===== src/rtl/avalon_rw_ctrl_if.sv =====
// Avalon-MM read/write master bundle between avalon_rw_ctrl and the RAM fabric.
// master: driven by the sequencer (rd_address/rd_read, wr_address/wr_write/wr_writedata).
// slave:  driven by the memory side (waitrequests, rd_readdata/rd_readdatavalid).
interface avalon_rw_ctrl_if #(
  parameter int DW = 32
);
  logic [DW-1:0] rd_address;
  logic          rd_read;
  logic          rd_waitrequest;
  logic [DW-1:0] rd_readdata;
  logic          rd_readdatavalid;
  logic [DW-1:0] wr_address;
  logic          wr_write;
  logic [DW-1:0] wr_writedata;
  logic          wr_waitrequest;

  modport master (
    output rd_address, rd_read,
    input  rd_waitrequest, rd_readdata, rd_readdatavalid,
    output wr_address, wr_write, wr_writedata,
    input  wr_waitrequest
  );

  modport slave (
    input  rd_address, rd_read,
    output rd_waitrequest, rd_readdata, rd_readdatavalid,
    input  wr_address, wr_write, wr_writedata,
    output wr_waitrequest
  );
endinterface


===== src/rtl/avalon_rw_ctrl.sv =====
// Purpose: copy param_iolen words from param_raddr to param_waddr through a 2^FW word FIFO.
// Latency: rd_read the cycle after config_done; task_done the cycle after the last write accept.
// Backpressure: waitrequest holds the request; reads are credit-limited by FIFO space + reads in flight.
//
// Ports:
//   clk, rst                      clock, synchronous active-high reset
//   config_done                   one-cycle start pulse (ignored unless idle)
//   param_raddr/waddr/iolen       transfer parameters, latched on config_done
//   task_done                     one-cycle completion pulse
//   busy                          high while a transfer is in progress
//   av (master)                   Avalon read and write masters
module avalon_rw_ctrl #(
  parameter int AW = 12,
  parameter int DW = 32,
  parameter int FW = 2
) (
  input  logic                  clk,
  input  logic                  rst,
  input  logic                  config_done,
  input  logic [DW-1:0]         param_raddr,
  input  logic [DW-1:0]         param_waddr,
  input  logic [AW-1:0]         param_iolen,
  output logic                  task_done,
  output logic                  busy,
  avalon_rw_ctrl_if.master      av
);

  localparam int DEPTH = 1 << FW;
  localparam int CW    = FW + 1;
  localparam logic [DW-1:0] STRIDE  = DW'(DW / 8);
  // 2^FW expressed at credit-sum width (one bit wider than a single counter).
  localparam logic [FW+1:0] CREDITS = {2'b01, {FW{1'b0}}};

  typedef enum logic [1:0] {IDLE, RUN, DONE} state_t;

  state_t          state;
  logic [AW-1:0]   len_q;
  logic [AW-1:0]   rd_issued;
  logic [AW-1:0]   wr_done;
  logic [CW-1:0]   outstanding;
  logic [CW-1:0]   fifo_count;
  logic [FW-1:0]   fifo_wptr;
  logic [FW-1:0]   fifo_rptr;
  logic [DW-1:0]   fifo_mem [DEPTH];

  logic            rd_acc;
  logic            rd_ret;
  logic            wr_acc;
  logic            fifo_empty;
  logic [AW-1:0]   issued_nxt;
  logic [CW-1:0]   out_nxt;
  logic [CW-1:0]   cnt_nxt;
  logic [FW+1:0]   credit_nxt;
  logic            last_write;

  assign rd_acc     = av.rd_read && !av.rd_waitrequest;
  // Returning beats only count while a transfer runs; stragglers from an
  // aborted transfer land in IDLE and are dropped.
  assign rd_ret     = (state == RUN) && av.rd_readdatavalid;
  assign fifo_empty = (fifo_count == '0);
  assign wr_acc     = av.wr_write && !av.wr_waitrequest;

  // Write side is first-word-fall-through straight off the FIFO head. The
  // request is a pure function of registered state, so it cannot move while
  // the slave stalls. Data is forced to zero when empty to keep it defined.
  assign av.wr_write     = (state == RUN) && !fifo_empty;
  assign av.wr_writedata = fifo_empty ? '0 : fifo_mem[fifo_rptr];

  assign last_write = wr_acc && ((wr_done + AW'(1)) == len_q);

  always_comb begin
    issued_nxt = rd_issued + AW'(rd_acc);
    out_nxt    = outstanding + CW'(rd_acc) - CW'(rd_ret);
    cnt_nxt    = fifo_count + CW'(rd_ret) - CW'(wr_acc);
    credit_nxt = {1'b0, cnt_nxt} + {1'b0, out_nxt};
  end

  // Storage needs no reset: a slot is only read after it has been written.
  always_ff @(posedge clk) begin
    if (!rst && rd_ret) begin
      fifo_mem[fifo_wptr] <= av.rd_readdata;
    end
  end

  always_ff @(posedge clk) begin
    if (rst) begin
      state         <= IDLE;
      task_done     <= 1'b0;
      busy          <= 1'b0;
      av.rd_read    <= 1'b0;
      av.rd_address <= '0;
      av.wr_address <= '0;
      len_q         <= '0;
      rd_issued     <= '0;
      wr_done       <= '0;
      outstanding   <= '0;
      fifo_count    <= '0;
      fifo_wptr     <= '0;
      fifo_rptr     <= '0;
    end else begin
      task_done <= 1'b0;
      case (state)
        IDLE: begin
          if (config_done) begin
            av.rd_address <= param_raddr;
            av.wr_address <= param_waddr;
            len_q         <= param_iolen;
            rd_issued     <= '0;
            wr_done       <= '0;
            outstanding   <= '0;
            fifo_count    <= '0;
            fifo_wptr     <= '0;
            fifo_rptr     <= '0;
            busy          <= 1'b1;
            av.rd_read    <= (param_iolen != '0);
            // A zero-length job still passes through RUN for one cycle,
            // giving a fixed two-cycle config_done -> task_done turnaround.
            state         <= RUN;
          end
        end

        RUN: begin
          if (rd_acc) begin
            av.rd_address <= av.rd_address + STRIDE;
          end
          if (rd_ret) begin
            fifo_wptr <= fifo_wptr + FW'(1);
          end
          if (wr_acc) begin
            fifo_rptr     <= fifo_rptr + FW'(1);
            av.wr_address <= av.wr_address + STRIDE;
          end
          rd_issued   <= issued_nxt;
          wr_done     <= wr_done + AW'(wr_acc);
          outstanding <= out_nxt;
          fifo_count  <= cnt_nxt;

          // A read may only be in flight if a FIFO slot is reserved for it.
          // A stalled request stays up: stalls never consume credit, so the
          // same condition still holds on the next cycle.
          av.rd_read <= (issued_nxt < len_q) && (credit_nxt < CREDITS);

          if (last_write || (len_q == '0)) begin
            state      <= DONE;
            task_done  <= 1'b1;
            busy       <= 1'b0;
            av.rd_read <= 1'b0;
          end
        end

        DONE: begin
          state <= IDLE;
        end

        default: begin
          state <= IDLE;
        end
      endcase
    end
  end

  // The credit rule makes a push into a full FIFO impossible.
  a_fifo_no_overflow: assert property (@(posedge clk) disable iff (rst)
    !(rd_ret && !wr_acc && fifo_count[FW]));

endmodule


===== src/flat_wrapper.sv =====
// flat-port wrapper written by rule: the top's interface ports become plain ports
module avalon_rw_ctrl_flat 
#(
  parameter int AW = 12,
  parameter int DW = 32,
  parameter int FW = 2
)
  (clk, rst, config_done, param_raddr, param_waddr, param_iolen, task_done, busy, av_rd_address, av_rd_read, av_rd_waitrequest, av_rd_readdata, av_rd_readdatavalid, av_wr_address, av_wr_write, av_wr_writedata, av_wr_waitrequest);
  avalon_rw_ctrl_if #(.DW(DW)) av_i ();
  input  logic clk;
  input  logic rst;
  input  logic config_done;
  input  logic [DW-1:0] param_raddr;
  input  logic [DW-1:0] param_waddr;
  input  logic [AW-1:0] param_iolen;
  output logic task_done;
  output logic busy;
  output wire logic [$bits(av_i.rd_address)-1:0] av_rd_address;
  output wire logic [$bits(av_i.rd_read)-1:0] av_rd_read;
  input wire logic [$bits(av_i.rd_waitrequest)-1:0] av_rd_waitrequest;
  input wire logic [$bits(av_i.rd_readdata)-1:0] av_rd_readdata;
  input wire logic [$bits(av_i.rd_readdatavalid)-1:0] av_rd_readdatavalid;
  output wire logic [$bits(av_i.wr_address)-1:0] av_wr_address;
  output wire logic [$bits(av_i.wr_write)-1:0] av_wr_write;
  output wire logic [$bits(av_i.wr_writedata)-1:0] av_wr_writedata;
  input wire logic [$bits(av_i.wr_waitrequest)-1:0] av_wr_waitrequest;
  assign av_rd_address = av_i.rd_address;
  assign av_rd_read = av_i.rd_read;
  assign av_i.rd_waitrequest = av_rd_waitrequest;
  assign av_i.rd_readdata = av_rd_readdata;
  assign av_i.rd_readdatavalid = av_rd_readdatavalid;
  assign av_wr_address = av_i.wr_address;
  assign av_wr_write = av_i.wr_write;
  assign av_wr_writedata = av_i.wr_writedata;
  assign av_i.wr_waitrequest = av_wr_waitrequest;
  avalon_rw_ctrl #(.AW(AW), .DW(DW), .FW(FW)) u_core (.clk(clk), .rst(rst), .config_done(config_done), .param_raddr(param_raddr), .param_waddr(param_waddr), .param_iolen(param_iolen), .task_done(task_done), .busy(busy), .av(av_i));
endmodule

===== config.mk =====
export PLATFORM = sky130hd
export DESIGN_NAME = avalon_rw_ctrl_flat
export DESIGN_NICKNAME = d
export VERILOG_FILES = /design/src/rtl/avalon_rw_ctrl_if.sv /design/src/rtl/avalon_rw_ctrl.sv /design/src/flat_wrapper.sv
export SDC_FILE = /design/constraint.sdc
export NUM_CORES = 1
export LEC_CHECK = 0
export ABC_AREA = 1
export CORE_MARGIN = 2
export CORE_UTILIZATION = 55
export CTS_BUF_LIST = sky130_fd_sc_hd__clkbuf_8
export DETAILED_ROUTE_END_ITERATION = 7
export PLACE_DENSITY = 0.78
export SLEW_MARGIN = 20
export SYNTH_ARGS = -nofsm -noshare
export SYNTH_HDL_FRONTEND = slang
export SYNTH_SLANG_ARGS = --single-unit

===== constraint.sdc =====
create_clock -name clk -period 3.3 [get_ports clk]
set_input_delay 0.33 -clock clk [delete_from_list [all_inputs] [get_ports clk]]
set_output_delay 0.33 -clock clk [all_outputs]
set_load 0.005 [all_outputs]

After elaboration in Yosys (flattened, before gate mapping)
Memory sizes are Yosys's and may differ from the RTL's. A register that Yosys moved wholly into a read port is not among the register bits.
Cells that the tools add are included.
Storage, ports and cells
  flip-flop bits (word level): 115
  memory bits (writable): 128
  output and inout port bits: 100
  logic and storage cells: 93
  memories: 1
Operators by class
  $add $sub $neg: 12
  order comparisons: 2
  equal/unequal tests: 7
  muxes and demuxes: 32
  bitwise operators: 1
  reductions and logical operators: 25
Memories
  u_core.fifo_mem: depth 4, width 32, rd ports 1, clocked after memory_dff 1, wr ports 1, line avalon_rw_ctrl.sv:44  | logic [DW-1:0] fifo_mem [DEPTH];
Operator list (count)
  two-way mux 32 bit: 5
  case mux 32 bit (2 select lines): 2
  adder 32 x 3 -> 32 bit, second input constant: 2
  case mux 12 bit (2 select lines): 2
  adder 12 x 1 -> 12 bit: 2
  two-way mux 2 bit: 7
  adder 12 x 1 -> 12 bit, second input constant: 1
  equality test 12 bit: 1
  logical NOT 12 bit: 1
  < comparator 12 bit: 1
  two-way mux 12 bit: 1
  case mux 2 bit (2 select lines): 3
  case mux 3 bit (2 select lines): 2
  AND reduction 3 bit: 4
  nonzero test 12 bit: 1
  logical AND 1 bit: 7
  two-way mux 1 bit: 7
  adder 3 x 1 -> 3 bit: 2
  inequality test 2 x 1 -> 1 bit, second input constant: 3
  AND reduction 2 bit: 3
  subtractor 3 x 1 -> 3 bit: 2
  adder 2 x 1 -> 2 bit, second input constant: 2
  adder 3 x 3 -> 4 bit: 1
  logical NOT 1 bit: 4
  11 further kinds: 13

Longest topological paths before layout
  depth in word-level cells: 10
  gate-level depth with buffers: 21
  depth with buffers taken out: 21

Worst setup path before layout
No wires, ideal clock.
  kind: register to register
  start point: register u_core.state[0]
  end point: memory u_core.fifo_mem[0][0] (enable)
  data arrival time: 2410 ps
  required time: 2879 ps
  setup slack: 469 ps
  cell stages (with the launch flop): 8
  path buffers: 1
  clock period less this slack: 2831 ps
  cell sequence: dfxtp_1 > inv_2 > nor2_8 > buf_4 > nand2_1 > inv_1 > nand2_1 > nor2_1
On the way
  cells in the longest elaborated chain, start to end: 5
Ends and longest elaborated chain
  start, declared: line avalon_rw_ctrl.sv:36  | state_t state;
  start signal, assigned: line avalon_rw_ctrl.sv:87  | state <= IDLE;
  start signal, assigned: line avalon_rw_ctrl.sv:118  | state <= RUN;
  start signal, assigned: line avalon_rw_ctrl.sv:144  | state <= DONE;
  equality test 2 x 1 -> 1 bit: line avalon_rw_ctrl.sv:59  | assign rd_ret = (state == RUN) && av.rd_readdatavalid;
  logical AND 1 bit: line avalon_rw_ctrl.sv:59
  logical AND 1 bit: line avalon_rw_ctrl.sv:80  | if (!rst && rd_ret) begin
  two-way mux 1 bit: line avalon_rw_ctrl.sv:80
  two-way mux 1 bit (not written as such): line avalon_rw_ctrl.sv:81  | fifo_mem[fifo_wptr] <= av.rd_readdata;
  end, declared: line avalon_rw_ctrl.sv:44
Every way passes these cells.

==> summary.md <==
| Metric | Value |
|---|---|
| Buffers & Inverters on Critical Path | 3 |
| Final ANT Viol Nets | 0 |
| Clock sinks | 245 |
| Ys async rst share | 0 |
| Seq/Total Area, Yosys | 0.491 |
| Setup slack after layout | 201 ps |
| Reg2reg setup slack | 430 ps |
| Synth Area in Simple Gates | 0.246 |
| Top_reg_cell synth | edfxtp_1 |
| Area leader, netlist | edfxtp_1 |
| First-pass GRT wire length | 53700 um |
| Clock latency on the worst-skew pair | 560 ps |
| Area grow syn2layout | 25.0% |
| Mux cell area share after synthesis | 0 |
| Total Nets Final | 1901 |
| Post-synth top area share | 0.305 |
| Clock group share of total power | 0.377 |
| Max_slew headroom | 0.386 |
| Initial Utilization | 0.558 |
| Tot GR Track Use | 0.275 |
| Die width | 155 um |
| DP HPWL | 22500 um |
| Worst IR drop on VDD | 0.244 mV |
| Hold-fix buffers, CTS | 0 |
| Synth Area in XOR/XNOR | 0.0236 |
| Worst slew pin tran | 919 ps |
| Initial DRC count | 940 |
| Req. time, crit path | 2970 ps |
| RSZ-0062 raised after global routing | no |
| Setup Buffers After CTS | 0 |
| Buffers from clock root to sink, at most | 3 |
| CTS tree | done |
| Max H-tree Level | 2 |
| Fillers | 1778 |
| Flops & latches, synth | 245 |
| Clock root buffer | clkbuf_8 |
| Compound-Gate Fraction of Synth Area | 0.143 |
| Synthesized Nets | 1701 |
| Cells after Synth | 1558 |
| HP Class | in2reg |
| Vias in the first global route | 11100 |
| Synthesized cell area | 12600 um^2 |
| DR vias/cell | 5.53 |
| Slowest stage delay, CP | 610 ps |
| FP Rows | 55 |
| Sequential Power Share | 0.481 |
| CP startpoint kind | flip-flop |
| Router iterations before antenna repair | 6 |
| Final period util | 0.939 |
| Distinct cells, synth | 50 |
| Worst EP arrival | 2770 ps |
| Resize count post-CTS | 0 |
| Largest net degree at the start of global routing | 66 |
| Pleak | 5.83 nW |
| Total clock buffers created by CTS | 40 |
| Hold Path Stages | 4 |
| Pre-CTS setup slack | 137 ps |
| Via count | 11500 |
| Routed wire length | 33800 um |
| Gate power share | 0.142 |
| # IOs | 214 |
| DRC viols | 0 |
| Die height | 155 um |
| WL/cell | 16.3 um |
| Layout cell share with drive strength beyond 1 | 0.0788 |
| Port Buffers | 213 |
| Peak fanout along the critical path | 30 |
| MaxCap Viol Count | 0 |
| Final Max Slew Viols | 0 |
| Power Dens Cells | 458 nW/um^2 |
| Post-synthesis adder-cell area fraction | 0.0300 |
| Fin. Hold Viols | 0 |
| CP max-delay cell | clkinv_1 |
| P_int | 5.26 mW |
| Initial antenna violation count | 2 |
| Switching power | 1.95 mW |
| Worst path cell trace | clkinv_1 -> buf_4 -> o21ai_0 -> a21oi_1 -> clkdlybuf4s50_1 |
| Run status | finished clean |
| Crit path kind | reg2out |
| Synth top area cells | edfxtp_1 (31%), dfxtp_1 (19%), nand2_1 (8.0%) |
| Largest family of logic cells by synthesized area | simple AND/OR/NAND/NOR gates |
| Switch share | 0.271 |
| Fin crit period | 3100 ps |
| Die Footprint | 24100 um^2 |
| EDFF count, synth | 128 |
| Clock Skew | 21.7 ps |
| Max Freq | 323 MHz |
| TNS Setup | 0 ps |
| Core area | 22600 um^2 |
| Total grt overflow | 0 |
| Placer Congestion | 0.951 |
| Crit path capture type | output pin |
| Worst-path clk slew | 60 ps |
| Levels on crit path | 5 |
| Setup violators final | 0 |
| Top delay family on crit path | buffers and inverters |
| Mean Syn Cell Area | 8.08 um^2 |
| Worst R2R Path Depth | 16 |
| YS warnings | 0 |
==> Yosys cell counts (3+ instances only) <==
| library cell | number |
|---|---|
| nand2_1 | 270 |
| or2_1 | 3 |
| or2_2 | 12 |
| o21ai_0 | 152 |
| ha_1 | 27 |
| inv_1 | 128 |
| nor2_4 | 3 |
| buf_1 | 3 |
| a21oi_1 | 134 |
| nand3_2 | 5 |
| nand3b_1 | 4 |
| o21ai_1 | 3 |
| clkbuf_1 | 45 |
| a31oi_1 | 7 |
| buf_4 | 4 |
| nand2_2 | 4 |
| or2_0 | 5 |
| a32o_1 | 3 |
| o22ai_1 | 6 |
| o211ai_1 | 9 |
| nor2_2 | 13 |
| nor3_2 | 4 |
| xnor2_1 | 11 |
| nor3_1 | 15 |
| nor2_1 | 259 |
| a211oi_1 | 8 |
| nand3_1 | 70 |
| buf_2 | 18 |
| nor4_1 | 10 |
| xor2_1 | 23 |
| inv_2 | 5 |
| nand4_1 | 25 |
| dfxtp_1 | 117 |
| edfxtp_1 | 128 |
==> final timing paths <==
path / endpoint / start
setup / recovery: av_wr_writedata[0] / flip-flop
hold / removal: u_core.wr_done[0]$_SDFFE_PP0P_ / rst
setup reg to reg: u_core.av.rd_read$_SDFFE_PP0P_ / u_core.fifo_count[1]$_SDFFE_PP0P_
hold reg to reg: u_core.busy$_SDFFE_PP0P_ / u_core.busy$_SDFFE_PP0P_
==> area by class of cell <==
type	instances	area, um^2	share of cell area
sequential	245	6190	0.393
multi-input combinational	1105	5580	0.354
timing repair buffer	230	2250	0.143
clock buffer	50	688	0.0437
inverter	136	515	0.0328
tap	285	357	0.0227
clock inverter	23	154	0.00978
antenna	2	5.00	0.000318
==> flip-flops by register name, indices dropped and copies added (netlist names), 2 cells and up, named ones only <==
register              flops
u_core.rd_issued         12
u_core.fifo_wptr          2
u_core.fifo_count         3
u_core.av.wr_address     32
u_core.fifo_mem         128
u_core.state              2
u_core.outstanding        3
u_core.wr_done           12
u_core.len_q             12
u_core.av.rd_address     32
u_core.fifo_rptr          2
==> power groups by stage <==
stage / Clock (mW) / Combinational, mW / Sequential (mW)
floorplan: 0 / 0.555 / 3.49
global placement: 0 / 0.999 / 3.53
detailed placement: 0 / 1.01 / 3.53
CTS: 2.77 / 1.02 / 3.46
global route: 2.89 / 1.13 / 3.48
finish: 2.72 / 1.03 / 3.47
==> through the flow <==
| stage | area, um^2 | hold slack [ps] | cells | total power [mW] | util |
|---|---|---|---|---|---|
| final | 15700 | 205 | 2076 | 7.21 | 0.697 |
| after global routing | 15700 | 205 | 2075 | 7.51 | 0.697 |
| after CTS | 15700 | 183 | 2074 | 7.26 | 0.697 |
| after detailed placement | 14900 | 466 | 2001 | 4.54 | 0.660 |
| after global placement | 14900 | 445 | 2001 | 4.52 | 0.660 |
| after floorplan | 12600 | 429 | 1558 | 4.04 | - |
==> kinds of logic after synthesis <==
| kind of cell | count (synthesis) |
|---|---|
| xor gates and xnor gates | 34 |
| AOI/OAI and AO/OA | 334 |
| adders and majority gates | 29 |
| DFF | 245 |
| and+or+nand+nor | 708 |
| buffers and inverters | 208 |
==> metal layers <==
layer  track usage  wire length [um]
met5             0                 0
met4         0.105               950
met3        0.0604              2850
met2         0.472             16000
met1         0.341             14000
==> cell usage in the layout (no fill, tap or decap), drive strengths merged, types with 25 or more instances in the layout <==
cell	Yosys	routed
a21oi	136	136
clkbuf	45	50
clkdlybuf4s50	0	212
dfxtp	117	117
edfxtp	128	128
ha	27	27
inv	135	146
nand2	276	276
nand3	75	75
nand4	25	25
nor2	277	277
o21ai	155	155
==> worst min-delay path: cells and delay by family <==
kind            cells  cell delay [ps]
simple gates        2              160
compound gates      1               60
buf+inv             1              150
Power figures use the tool's default switching activity.
